<file path="config.mk">
export PLATFORM = sky130hd
export DESIGN_NAME = wb_pipe_buffer
export DESIGN_NICKNAME = d
export VERILOG_FILES = /design/src/rtl/wb_pkg.sv /design/src/rtl/wb_bypass_match.sv /design/src/rtl/wb_pipe_buffer.sv
export SDC_FILE = /design/constraint.sdc
export NUM_CORES = 1
export LEC_CHECK = 0
export ABC_AREA = 1
export BUFFER_PORTS_ARGS = -buffer_cell sky130_fd_sc_hd__buf_2
export CORE_MARGIN = 2
export CORE_UTILIZATION = 40
export CTS_BUF_LIST = sky130_fd_sc_hd__clkbuf_4 sky130_fd_sc_hd__clkbuf_8 sky130_fd_sc_hd__clkbuf_16
export DETAILED_ROUTE_END_ITERATION = 12
export GPL_TIMING_DRIVEN = 0
export PLACE_DENSITY_LB_ADDON = 0.08
export SETUP_SLACK_MARGIN = 0.1
export SYNTH_ARGS = -nofsm -noshare
export SYNTH_HDL_FRONTEND = slang
export SYNTH_HIERARCHICAL = 1
export SYNTH_SLANG_ARGS = --single-unit
</file>
<file path="constraint.sdc">
create_clock -name Clk -period 1.95 [get_ports Clk]
set_input_delay 0.195 -clock Clk [delete_from_list [all_inputs] [get_ports Clk]]
set_output_delay 0.195 -clock Clk [all_outputs]
set_load 0.03 [all_outputs]
</file>
<file path="src/rtl/wb_pkg.sv">
// -----------------------------------------------------------------------------
// wb_pkg
// Shared definitions for the MEM/WB pipeline buffer:
//   - default widths DATA_W, REG_ADDR_W, PC_W
//   - wb_entry_t : packed {regwrite, data, rd, pc} write-back entry
//   - WB_ENTRY_EMPTY : all-zero entry used for cleared slots
// -----------------------------------------------------------------------------
package wb_pkg;

  localparam int DATA_W     = 32;
  localparam int REG_ADDR_W = 5;
  localparam int PC_W       = 32;

  typedef struct packed {
    logic                  regwrite;
    logic [DATA_W-1:0]     data;
    logic [REG_ADDR_W-1:0] rd;
    logic [PC_W-1:0]       pc;
  } wb_entry_t;

  localparam wb_entry_t WB_ENTRY_EMPTY = '0;

endpackage

</file>
<file path="src/rtl/wb_bypass_match.sv">
// -----------------------------------------------------------------------------
// wb_bypass_match
// Youngest-first write-back bypass lookup over the two buffer entries.
// The tail (younger) entry wins over the head when both match. A lookup
// of register 0 never hits. Data is 0 on a miss.
// Ports:
//   head_valid_i/head_regwrite_i/head_reg_i/head_data_i : head entry
//   tail_valid_i/tail_regwrite_i/tail_reg_i/tail_data_i : tail entry
//   lookup_reg_i : register being looked up
//   hit_o, data_o : lookup result
// Only instantiated when WB_BYPASS_EN is defined.
// -----------------------------------------------------------------------------
module wb_bypass_match #(
  parameter int DATA_W     = wb_pkg::DATA_W,
  parameter int REG_ADDR_W = wb_pkg::REG_ADDR_W
) (
  input  logic                  head_valid_i,
  input  logic                  head_regwrite_i,
  input  logic [REG_ADDR_W-1:0] head_reg_i,
  input  logic [DATA_W-1:0]     head_data_i,
  input  logic                  tail_valid_i,
  input  logic                  tail_regwrite_i,
  input  logic [REG_ADDR_W-1:0] tail_reg_i,
  input  logic [DATA_W-1:0]     tail_data_i,
  input  logic [REG_ADDR_W-1:0] lookup_reg_i,
  output logic                  hit_o,
  output logic [DATA_W-1:0]     data_o
);

  logic head_match_s;
  logic tail_match_s;
  logic lookup_nz_s;

  assign lookup_nz_s  = (lookup_reg_i != {REG_ADDR_W{1'b0}});
  assign head_match_s = head_valid_i & head_regwrite_i & (head_reg_i == lookup_reg_i);
  assign tail_match_s = tail_valid_i & tail_regwrite_i & (tail_reg_i == lookup_reg_i);

  // Priority select: tail holds the youngest result, so it is checked first.
  always_comb begin
    hit_o  = 1'b0;
    data_o = {DATA_W{1'b0}};
    if (!lookup_nz_s) begin
      hit_o  = 1'b0;
      data_o = {DATA_W{1'b0}};
    end else if (tail_match_s) begin
      hit_o  = 1'b1;
      data_o = tail_data_i;
    end else if (head_match_s) begin
      hit_o  = 1'b1;
      data_o = head_data_i;
    end else begin
      hit_o  = 1'b0;
      data_o = {DATA_W{1'b0}};
    end
  end

endmodule

</file>
<file path="src/rtl/wb_pipe_buffer.sv">
// -----------------------------------------------------------------------------
// wb_pipe_buffer
// MEM/WB pipeline stage built as a 2-entry elastic buffer (head + tail) with
// valid/ready handshakes, synchronous flush and zero-register suppression.
// All state changes on the FALLING edge of Clk; Reset_n is asynchronous,
// active-low.
// Ports:
//   Clk, Reset_n                     : clock (falling edge), async reset
//   in_valid/in_ready                : upstream handshake
//   regwriteIn/writeDataIn/registerIn/PCNEWIn : incoming entry
//   flush                            : drop buffered and incoming entries
//   out_valid/out_ready              : downstream handshake
//   regwriteOut/writeDataOut/registerOut/PCNEWOut : head entry (0 when empty)
//   count                            : occupancy 0..2
//   bypassRegIn/bypassHit/bypassDataOut : bypass lookup (WB_BYPASS_EN only)
// Configuration macro: WB_BYPASS_EN enables the bypass lookup ports/logic.
// -----------------------------------------------------------------------------
module wb_pipe_buffer #(
  parameter int DATA_W     = wb_pkg::DATA_W,
  parameter int REG_ADDR_W = wb_pkg::REG_ADDR_W,
  parameter int PC_W       = wb_pkg::PC_W
) (
  input  logic                  Clk,
  input  logic                  Reset_n,
  input  logic                  in_valid,
  output logic                  in_ready,
  input  logic                  regwriteIn,
  input  logic [DATA_W-1:0]     writeDataIn,
  input  logic [REG_ADDR_W-1:0] registerIn,
  input  logic [PC_W-1:0]       PCNEWIn,
  input  logic                  flush,
  output logic                  out_valid,
  input  logic                  out_ready,
  output logic                  regwriteOut,
  output logic [DATA_W-1:0]     writeDataOut,
  output logic [REG_ADDR_W-1:0] registerOut,
  output logic [PC_W-1:0]       PCNEWOut,
`ifdef WB_BYPASS_EN
  input  logic [REG_ADDR_W-1:0] bypassRegIn,
  output logic                  bypassHit,
  output logic [DATA_W-1:0]     bypassDataOut,
`endif
  output logic [1:0]            count
);

  // Entry layout mirrors wb_pkg::wb_entry_t but follows this instance's widths.
  typedef struct packed {
    logic                  regwrite;
    logic [DATA_W-1:0]     data;
    logic [REG_ADDR_W-1:0] rd;
    logic [PC_W-1:0]       pc;
  } entry_t;

  localparam entry_t ENTRY_EMPTY = '0;

  entry_t     head_q, head_d;
  entry_t     tail_q, tail_d;
  logic [1:0] count_q, count_d;

  entry_t     new_entry_s;
  logic       accept_s;
  logic       release_s;
  logic       out_valid_s;

  // Readiness comes from occupancy only, so there is no out_ready -> in_ready path.
  assign in_ready    = (count_q != 2'd2);
  assign out_valid_s = (count_q != 2'd0);
  assign accept_s    = in_valid & in_ready;
  assign release_s   = out_valid_s & out_ready;

  // Incoming entry; a write to register 0 is demoted to a bubble.
  always_comb begin
    new_entry_s          = ENTRY_EMPTY;
    new_entry_s.regwrite = regwriteIn & (registerIn != {REG_ADDR_W{1'b0}});
    new_entry_s.data     = writeDataIn;
    new_entry_s.rd       = registerIn;
    new_entry_s.pc       = PCNEWIn;
  end

  // Occupancy transitions; flush beats any accept/release in the same cycle.
  always_comb begin
    head_d  = head_q;
    tail_d  = tail_q;
    count_d = count_q;
    if (flush) begin
      head_d  = ENTRY_EMPTY;
      tail_d  = ENTRY_EMPTY;
      count_d = 2'd0;
    end else begin
      case (count_q)
        2'd0: begin
          if (accept_s) begin
            head_d  = new_entry_s;
            count_d = 2'd1;
          end else begin
            count_d = 2'd0;
          end
        end
        2'd1: begin
          case ({accept_s, release_s})
            2'b10: begin
              tail_d  = new_entry_s;
              count_d = 2'd2;
            end
            2'b01: begin
              head_d  = ENTRY_EMPTY;
              count_d = 2'd0;
            end
            2'b11: begin
              head_d  = new_entry_s;
              count_d = 2'd1;
            end
            default: begin
              count_d = 2'd1;
            end
          endcase
        end
        2'd2: begin
          // in_ready is low here, so only a release can happen.
          if (release_s) begin
            head_d  = tail_q;
            tail_d  = ENTRY_EMPTY;
            count_d = 2'd1;
          end else begin
            count_d = 2'd2;
          end
        end
        default: begin
          head_d  = ENTRY_EMPTY;
          tail_d  = ENTRY_EMPTY;
          count_d = 2'd0;
        end
      endcase
    end
  end

  // Buffer state registers, updated on the falling edge.
  always_ff @(negedge Clk or negedge Reset_n) begin
    if (!Reset_n) begin
      head_q  <= ENTRY_EMPTY;
      tail_q  <= ENTRY_EMPTY;
      count_q <= 2'd0;
    end else begin
      head_q  <= head_d;
      tail_q  <= tail_d;
      count_q <= count_d;
    end
  end

  // Head presentation; forced to zero whenever the buffer is empty.
  always_comb begin
    regwriteOut  = 1'b0;
    writeDataOut = {DATA_W{1'b0}};
    registerOut  = {REG_ADDR_W{1'b0}};
    PCNEWOut     = {PC_W{1'b0}};
    if (out_valid_s) begin
      regwriteOut  = head_q.regwrite;
      writeDataOut = head_q.data;
      registerOut  = head_q.rd;
      PCNEWOut     = head_q.pc;
    end else begin
      regwriteOut  = 1'b0;
      writeDataOut = {DATA_W{1'b0}};
      registerOut  = {REG_ADDR_W{1'b0}};
      PCNEWOut     = {PC_W{1'b0}};
    end
  end

  assign out_valid = out_valid_s;
  assign count     = count_q;

`ifdef WB_BYPASS_EN
  wb_bypass_match #(
    .DATA_W     (DATA_W),
    .REG_ADDR_W (REG_ADDR_W)
  ) u_bypass (
    .head_valid_i    (count_q != 2'd0),
    .head_regwrite_i (head_q.regwrite),
    .head_reg_i      (head_q.rd),
    .head_data_i     (head_q.data),
    .tail_valid_i    (count_q == 2'd2),
    .tail_regwrite_i (tail_q.regwrite),
    .tail_reg_i      (tail_q.rd),
    .tail_data_i     (tail_q.data),
    .lookup_reg_i    (bypassRegIn),
    .hit_o           (bypassHit),
    .data_o          (bypassDataOut)
  );
`endif

endmodule

</file>
Word-level counts from Yosys, hierarchy flattened
Index checks and enable logic that the tools add are counted.

Eq/ne operators: 11. Muxes and demuxes: 18. Bitwise gates (word level): 3. Reductions and logical operators: 5.

Operator list (number): $mux W70 (6); $pmux W70 S3 (2); $pmux W70 S2 (1); $mux W32 (2); $ne A3 B3 Y1 const B (3); $eq A2 B2 Y1 const B (3); $pmux W2 S3 (1); $reduce_and A3 Y1 (2); $mux W5 (1); $reduce_bool A5 Y1 (1); $eq A2 B1 Y1 const B (2); $mux W2 (2); $ne A2 B2 Y1 const B (2); $ne A4 B3 Y1 const B (1); $pmux W2 S2 (1); $and A1 B1 Y1 (3); $logic_not A2 Y1 (1); $mux W1 (2); $reduce_bool A2 Y1 (1).

Bits in registers: 142. Input port bits: 75. Output and inout bits: 74. Word-level logic and storage cells: 46.

Longest topological paths before layout
Gate-level depths: netlist of run 1.

Depth in word-level cells: 6. Gate-level depth with buffers: 10. Gate-level depth less buffers: 9.

==> results of run 1 <==
-- logic make-up after synthesis --
logic type | synth area share, %
AO/OA/AOI/OAI | 4.88
buffers and inverters | 9.82
flip-flops | 46.0
AND/OR/NAND/NOR | 39.3
-- cell usage in the layout (no fill, tap or decap), types with 4 or more instances in the layout --
cell         n
buf_4       32
nor2_4      54
nor2_1       9
buf_12      25
nand2_1    281
nand3_4      4
nor2_2      11
clkinv_2     5
dfrtn_1    142
clkbuf_4     4
buf_6       81
clkbuf_2    13
clkbuf_1    16
nand2_4     62
clkbuf_16   24
buf_8       12
nand3_1    193
buf_2       76
o21ai_2     24
nand2_2     97
inv_1       72
buf_16      11
clkbuf_8     4
nand3_2      6
o21ai_1     47
-- state kept, by name (all words and copies together), names as in the netlist --
name,flops
count,2
tail_q,70
head_q,70
-- cells in the mapped netlist, types with 3 or more instances --
cell,instances,area [µm²]
dfrtn_1,142,3550
buf_4,8,60.1
nor2_1,72,270
inv_2,6,22.5
o21ai_1,71,355
inv_1,74,278
nand3_1,200,1000
clkbuf_1,33,124
nand2_1,436,1640
nand4_1,3,18.8
buf_1,10,37.5
buf_12,6,120
buf_2,21,105
-- final cells by class --
class	count	area (µm²)	area share [%]
multi-input combinational	796	4670	37.8
sequential	142	3550	28.8
timing repair buffer	204	2120	17.1
buffer	75	738	5.98
clock buffer	21	480	3.89
inverter	80	328	2.65
tap	260	325	2.63
clock inverter	11	138	1.11
antenna	1	2.50	0.0203
-- per-stage QoR --
stage	setup TNS [ps]	util [%]
after floorplan	-76430	-
final	-69340	65.6
after global placement	-453960	48.6
after global routing	-73610	65.6
after CTS	-68000	60.6
after detailed placement	-122380	48.7
-- worst max path at each step --
stage,start,end,slack (ps)
after floorplan,count[1],PCNEWOut[15],-1040
after global placement,Reset_n,head_q[58],-2370
after detailed placement,count[1],PCNEWOut[0],-990
after CTS,count[1],PCNEWOut[19],-1020
after global routing,count[0],PCNEWOut[22],-1080
final,count[0],PCNEWOut[22],-1060
-- routing by layer --
| layer | global-route usage (%) | vias up | part of all wire (%) |
|---|---|---|---|
| met3 | 5.23 | 25 | 5.3 |
| met5 | 0 | - | 0 |
| li1 | - | 3907 | - |
| met1 | 34.6 | 3864 | 44 |
| met4 | 5.42 | 0 | 1.1 |
| met2 | 42.9 | 237 | 50 |
-- power by group through the flow --
| stage | Sequential, µW | Clock [µW] | Combinational (µW) |
|---|---|---|---|
| floorplan | 3320 | 0 | 1020 |
| CTS | 3290 | 3480 | 2120 |
| finish | 3310 | 3450 | 2400 |
| detailed placement | 3340 | 0 | 1540 |
| global route | 3330 | 3620 | 2570 |
| global placement | 3330 | 0 | 1530 |
-- critical path, cell delays in order (launching register included) --
cell     delay, ps
dfrtn_1        440
inv_2           70
nand2_4        100
inv_8           40
buf_12         130
buf_16         150
buf_12         140
buf_8          130
nor2_2          90
buf_6          140
-- repair_timing --
item,in CTS,in global routing
buffers inserted,29,13
setup endpoints to repair,214,180
cloned,14,7
pin swaps,14,25
gates resized for setup,298,255
endpoints found under the hold margin,0,0
==> impl_metrics.toml, run 1 <==
[global_routing]
grt_pass1_vias = 7631
grt_usage_pct = 25.7
antenna_found_initial = 1
overflow = 0
grt_pass1_wl_um = 40700
grt_max_degree = 85

[power_and_ir_drop]
irDropWorstVdd_uv = 642
p_total_uw = 9160
p_seq_share_pct = 36.1
p_int_uw = 6320
p_leak_uw = 0.00612
p_per_area_mw_per_mm2 = 741
swShare_pct = 31.0
pwr-share-clk_pct = 37.7
power_switching_uw = 2840
p_comb_share_pct = 26.2

[synth]
synth_flop_cell = "dfrtn_1"
yosysUniqueCellTypes = 23
synth-seq-cells = 142
synth_edf_count = 0
syn_nets = 1172
ys_seq_area_share_pct = 46.0
netlist_area_mm2 = 0.00772
syn_avg_cell_area_um2 = 7.04
yosys_warnings = 6
netlist_instances = 1097
synthArstFlopShare_pct = 100

[placement]
place_ws_ps = -991
gp_congestion = 0.795
hpwl_um = 15600
dp.cells = 1506
dpl-instance-area_mm2 = 0.00918
io_buffers = 148

[worst_setup_path]
cp-start-kind = "flop"
reg2reg_depth = 13
path_max_fanout = 7
reg2reg_slack_ps = 0
r2r-start = "count[0]"
r2r-end = "tail_q[54]"
worst_setup_path_end_kind = "output pin"
path_class = "reg -> out"
worstPathRequired_ps = 1750
arrival_ps = 2810

[worst_hold_path]
min_to = "head_q[46]"
hold_path.startpoint = "head_q[46]"
hold_class = "reg -> reg"
holdPathStages = 2

[finish]
area_growth_pct = 60.0
final_cells = 1590
nets = 1391
fillers = 1605
final_area_mm2 = 0.0124
drive_above_1_share_pct = 42.1

[detailed_routing]
drt_iter0_drc = 543
drc_errors = 0
ant_nets = 0
num_vias = 8033
drt_wl_total_um = 26000
wl_per_cell_um = 16.4
avgViaCountPerCell = 5.05
dr.pass1.iters = 5

[clock_tree]
clock-sinks = 142
clkTransAtPathRegs_ps = 50
cts_htree_levels = 4
cts_buffers = 17
max-clock-path-buffers = 2
insertion_delay_ps = 400
cts-root-buf = "clkbuf_16"
tritoncts = "done"
cts_hold_buf = 0

[sta]
finClkSkew_ps = 8.05
tightest_slew_ps = 618
setup_viol = 74
slew_violations = 0
fin_hold_ws_ps = 421
rsz0062_at_grt = "true"
finalHoldViolCount = 0
worst_slack_ps = -1060
relSlewSlack_pct = 58.8

[floorplanning]
die_area_mm2 = 0.0204
die_w_um = 143
placeableCoreArea_mm2 = 0.0188
start_util_pct = 41.0
fp.dieH_um = 143
io_pins = 149
rows = 50

[flow_run]
cap_violations = 0

[outcome]
violations = "setup timing"
status = "finished, violations left"
(Power assumes the default switching activity.)
==> run 2: changes to the inputs <==
--- a/config.mk
+++ b/config.mk
@@ -11,9 +11,10 @@
 export CORE_UTILIZATION = 40
 export CTS_BUF_LIST = sky130_fd_sc_hd__clkbuf_4 sky130_fd_sc_hd__clkbuf_8 sky130_fd_sc_hd__clkbuf_16
 export DETAILED_ROUTE_END_ITERATION = 12
-export GPL_TIMING_DRIVEN = 0
+export GPL_TIMING_DRIVEN = 1
 export PLACE_DENSITY_LB_ADDON = 0.08
-export SETUP_SLACK_MARGIN = 0.1
+export REMOVE_ABC_BUFFERS = 1
+export SETUP_SLACK_MARGIN = 0.5
 export SYNTH_ARGS = -nofsm -noshare
 export SYNTH_HDL_FRONTEND = slang
 export SYNTH_HIERARCHICAL = 1
==> run 2 against run 1 <==
Effect of this change: the run still ends with setup timing left; critical path depth decreased by 3; final area grew 6.8%; global-route usage is 1.6 points higher; register-to-register slack got worse by 200 ps; non-clock buffer count is 32 higher; critical path type unchanged.
==> impl_metrics.toml, run 2 (synthesis gave the netlist of run 1 again) <==
[finish]
area_growth_pct = 70.9
drive_above_1_share_pct = 46.4
nets = 1426
final_area_mm2 = 0.0132
final_cells = 1627
final_cell_mix = "264 x nand2_1, 193 x nand3_1, 142 x dfrtn_1"
layout.cells.most_common = "nand2_1"
fillers = 1426

[detailed_routing]
avgViaCountPerCell = 5.33
drc_errors = 0
num_vias = 8664
drt_wl_total_um = 30800
drt_iter0_drc = 672
ant_nets = 0
wl_per_cell_um = 18.9
dr.pass1.iters = 6

[global_routing]
antenna_found_initial = 4
grt_pass1_vias = 7522
overflow = 0
grt_max_degree = 86
grt_pass1_wl_um = 42400
grt_usage_pct = 27.3

[sta]
slew_violations = 0
finalHoldViolCount = 0
relSlewSlack_pct = 56.9
setup_viol = 181
rsz0062_at_grt = "true"
finClkSkew_ps = 6.57
worst_slack_ps = -759
tightest_slew_ps = 646
fin_tns_setup_ps = -65720
fin_hold_ws_ps = 413

[flow_run]
cap_violations = 0

[placement]
hpwl_um = 12700
dp.cells = 1481
gp_congestion = 0.794
dpl-instance-area_mm2 = 0.00896
io_buffers = 148

[worst_setup_path]
path_class = "reg -> out"
arrival_ps = 2510
worst_setup_path_end_kind = "output pin"
worstPathRequired_ps = 1750
critPathLaunch = "count[0]"
r2r-start = "count[1]"
path_max_fanout = 16
cp-start-kind = "flop"

[outcome]
violations = "setup timing"
status = "finished, violations left"

[floorplanning]
die_area_mm2 = 0.0204
rows = 50
placeableCoreArea_mm2 = 0.0188
fp.dieH_um = 143
die_w_um = 143
start_util_pct = 41.0
io_pins = 149

[clock_tree]
tritoncts = "done"
clkTransAtPathRegs_ps = 50
cts-root-buf = "clkbuf_16"
max-clock-path-buffers = 2
cts_buffers = 17
clock-sinks = 142
insertion_delay_ps = 400
cts_htree_levels = 4

[worst_hold_path]
hold_path.startpoint = "head_q[60]"
hold_class = "reg -> reg"

[power_and_ir_drop]
p_leak_uw = 0.00666
p_total_uw = 9940
irDropWorstVdd_uv = 698
p_per_area_mw_per_mm2 = 753
-- run 2: cell count changes in the layout (fill, tap and decap cells not counted), moves of 13 or more --
cell,change
buf_16,+21
buf_4,+55
clkbuf_1,-16
clkbuf_2,-13
nand2_1,-17
nand2_2,+24
nor2_1,+26
nor2_2,+20
nor2_4,-43
o21ai_1,-29
o21ai_2,+26
-- run 2: repair_timing --
item	4_1_cts	5_1_grt
setup endpoints to repair	215	215
buffers inserted	43	23
pin swaps	67	39
hold buffers	0	0
cloned	31	14
gates resized for setup	316	229
-- run 2: layer usage --
layer	wire, µm	up-vias	track usage (%)
met5	7	-	0
met4	1040	2	9.54
met3	2300	84	4.02
met2	15000	428	44.7
met1	12400	4149	37.1
li1	-	4001	-
-- run 2: layout make-up --
cell class,instances,area (µm²),area share [%]
Multi-Input combinational cell,799,4550,34.5
Sequential cell,142,3550,26.9
Tap cell,260,325,2.47
Clock buffer,23,495,3.76
Antenna cell,3,7.51,0.0569
Clock inverter,9,179,1.36
Timing Repair Buffer,311,3750,28.4
Inverter,80,328,2.49
-- run 2: worst paths after layout --
path | cells after the start | endpoint | slack [ps]
setup / recovery | 6 | PCNEWOut[21] | -760
hold / removal | 2 | head_q[60] | 410
setup reg to reg | 14 | tail_q[58] | -200
hold reg to reg | 2 | head_q[60] | 410
max in group asynchronous | 2 | head_q[12] | 860
min in group asynchronous | 1 | head_q[52] | 510
-- run 2: per-stage QoR --
stage	setup WS (ps)	utilization (%)
4_1_cts	-724	62.9
6_report	-759	70.0
3_3_place_gp	-705	47.6
3_5_place_dp	-759	47.6
5_1_grt	-800	70.0
2_1_floorplan	-2880	-
-- run 2: where the power goes --
group	switching [µW]	internal, µW
sequential	160	3190
clock	1330	2440
combinational	1510	1310
-- run 2: critical path, cell delays in order (launching register included) --
cell and delay, ps:
dfrtn_1 430, inv_2 70, nand2_4 100, inv_8 90
buf_16 170, nor2_1 100, buf_4 170
==> run 3: changes to the inputs <==
--- a/config.mk
+++ b/config.mk
@@ -5,11 +5,11 @@
 export SDC_FILE = /design/constraint.sdc
 export NUM_CORES = 1
 export LEC_CHECK = 0
-export ABC_AREA = 1
 export BUFFER_PORTS_ARGS = -buffer_cell sky130_fd_sc_hd__buf_2
 export CORE_MARGIN = 2
-export CORE_UTILIZATION = 40
+export CORE_UTILIZATION = 55
 export CTS_BUF_LIST = sky130_fd_sc_hd__clkbuf_4 sky130_fd_sc_hd__clkbuf_8 sky130_fd_sc_hd__clkbuf_16
+export CTS_CLUSTER_SIZE = 14
 export DETAILED_ROUTE_END_ITERATION = 12
 export GPL_TIMING_DRIVEN = 1
 export PLACE_DENSITY_LB_ADDON = 0.08
==> run 3 against run 2 <==
Effect of this change: the run still ends with setup timing left; via count fell by 14%; critical endpoint is now in_ready; sequential share of layout area up 5.8 points; critical path type unchanged; total power is 12% lower; core utilization rose by 17 points; clock power down 1%.
==> impl_metrics.toml, run 3 <==
[finish]
area_growth_pct = 54.5
final_area_mm2 = 0.0108
layout.cells.most_common = "dfrtn_1"
nets = 1002
drive_above_1_share_pct = 41.3
final-seq-area_mm2 = 0.00355
final_cell_mix = "142 x dfrtn_1, 141 x inv_1, 94 x buf_4"
multiInputGateArea_mm2 = 0.00329
fillers = 630

[global_routing]
grt_pass1_wl_um = 37300
overflow = 0
grt_max_degree = 73
grt_pass1_vias = 6944
antenna_found_initial = 2
grt_usage_pct = 35.9

[worst_setup_path]
cpMostUsedCell = "buf_6"
worst_setup_path_end_kind = "output pin"
path_max_fanout = 8
worstPathRequired_ps = 1750
cp-start-kind = "flop"
crit_buf_inv = 5
crit_family = "buffers and inverters"
path_cells = "buf_4, buf_6, buf_12, nor2b_4, inv_2, buf_6"
cp_slowest_cell = "dfrtn_1"
critPathMaxStageDelay_ps = 370
arrival_ps = 2460
path_class = "reg -> out"

[sta]
tightest_slew_ps = 610
setup_viol = 175
finalHoldViolCount = 0
worst_slack_ps = -705
fin_hold_ws_ps = 454
relSlewSlack_pct = 59.3
slew_violations = 0
finClkSkew_ps = 4.23
rsz0062_at_grt = "true"
fin_tns_setup_ps = -51840

[synth]
synth_flop_cell = "dfrtn_1"
synth_edf_count = 0
yosys_warnings = 6
netlist_area_mm2 = 0.00702
yosysTopAreaCell = "dfrtn_1"
yosysUniqueCellTypes = 27
synthTopCellsByArea = "dfrtn_1 51%, o32ai_1 8.9%, a32oi_1 8.7%"
syn_avg_cell_area_um2 = 9.39
netlist_instances = 748
synthTopCellsByCount = "142 x dfrtn_1, 142 x inv_1, 73 x nor2_1, 71 x o32ai_1"
synthArstFlopShare_pct = 100
ys_seq_area_share_pct = 50.6
synth-seq-cells = 142
synth_top_area_share_pct = 50.6

[clock_tree]
cts-root-buf = "clkbuf_16"
clkTransAtPathRegs_ps = 40
max-clock-path-buffers = 2
tritoncts = "done"
insertion_delay_ps = 400
cts_hold_buf = 0
cts_htree_levels = 4
cts_buffers = 17
clock-sinks = 142

[placement]
dpl-instance-area_mm2 = 0.00835
place_ws_ps = -427
gp_congestion = 0.817
hpwl_um = 12800
io_buffers = 148

[power_and_ir_drop]
irDropWorstVdd_uv = 623
p_total_uw = 8760
p_leak_uw = 0.00457
p_per_area_mw_per_mm2 = 808

[detailed_routing]
drc_errors = 0
drt_wl_total_um = 26900
dr.pass1.iters = 5
num_vias = 7458
avgViaCountPerCell = 6.69
drt_iter0_drc = 1037
wl_per_cell_um = 24.1
ant_nets = 0

[floorplanning]
die_area_mm2 = 0.0137
rows = 41
placeableCoreArea_mm2 = 0.0125
fp.dieH_um = 117
io_pins = 149
die_w_um = 117
start_util_pct = 56.1

[flow_run]
cap_violations = 0

[worst_hold_path]
hold_class = "reg -> reg"

[outcome]
violations = "setup timing"
status = "finished, violations left"
-- run 3: changes by cell type in the layout (fill, tap and decap cells not counted), moves of 22 or more --
cell | previous run | this run
nand2_1 | 264 | 2
o32ai_2 | 0 | 23
a32oi_1 | 0 | 51
o32ai_1 | 0 | 48
nor2_2 | 31 | 9
o21ai_2 | 50 | 0
buf_6 | 69 | 25
nor2_1 | 35 | 63
nand2_4 | 55 | 0
nand2_2 | 121 | 0
inv_1 | 72 | 141
nand3_1 | 193 | 48
o31ai_1 | 0 | 45
-- run 3: kinds of logic after synthesis --
| group | share of synthesized area, % |
|---|---|
| flops | 50.6 |
| mux | 0.285 |
| compound gates | 26.1 |
| buf+inv | 13.2 |
| simple gates | 9.82 |
-- run 3: report_power, final --
part / switching [µW] / internal (µW) / leakage, µW
clock network: 1310 / 2420 / 0.000334
registers: 61.6 / 3120 / 0.00194
logic: 1050 / 801 / 0.00230
total: 2420 / 6340 / 0.00457
-- run 3: worst paths after layout --
kind | startpoint | endpoint | slack [ps] | cells after the start
setup reg to reg | count[0] | head_q[21] | -90 | 11
hold / removal | head_q[16] | head_q[16] | 450 | 2
max in group asynchronous | Reset_n | count[0] | 910 | 2
min in group asynchronous | Reset_n | head_q[69] | 500 | 1
setup / recovery | count[0] | in_ready | -710 | 6
hold reg to reg | head_q[16] | head_q[16] | 450 | 2
-- run 3: cell type report --
cell class	instances	share of cell area [%]
Multi-Input combinational cell	377	30.4
Clock buffer	22	4.50
Tap cell	172	1.98
Sequential cell	142	32.8
Antenna cell	2	0.0461
Clock inverter	10	1.68
Inverter	144	4.98
Timing Repair Buffer	245	23.7
-- run 3: per-stage QoR --
| step | instances | utilization (%) |
|---|---|---|
| 3_5_place_dp | 1036 | 66.7 |
| 6_report | 1114 | 86.7 |
| 3_3_place_gp | 1036 | 66.7 |
| 2_1_floorplan | 662 | - |
| 4_1_cts | 1092 | 80.5 |
| 5_1_grt | 1114 | 86.7 |
-- run 3: worst reg2reg max path: cells and delay by family (launching register included) --
family | cells | cell delay, ps
AOI/OAI and AO/OA | 2 | 230
buffers and inverters | 8 | 1080
muxes | 1 | 190
DFF | 1 | 370
-- run 3: repair_timing --
action                                  in CTS  in global routing
endpoints found under the setup margin     216                216
setup buffers                               11                 14
resized for setup                          163                 90
pin swaps                                   28                 23
cloned                                      13                  6
-- run 3: metal layers --
metal	vias up	wire length (µm)	track usage, %
met1	3731	10200	47.3
li1	3072	-	-
met3	108	2340	8.60
met4	0	1140	16.0
met2	547	13200	56.8
met5	-	0	0
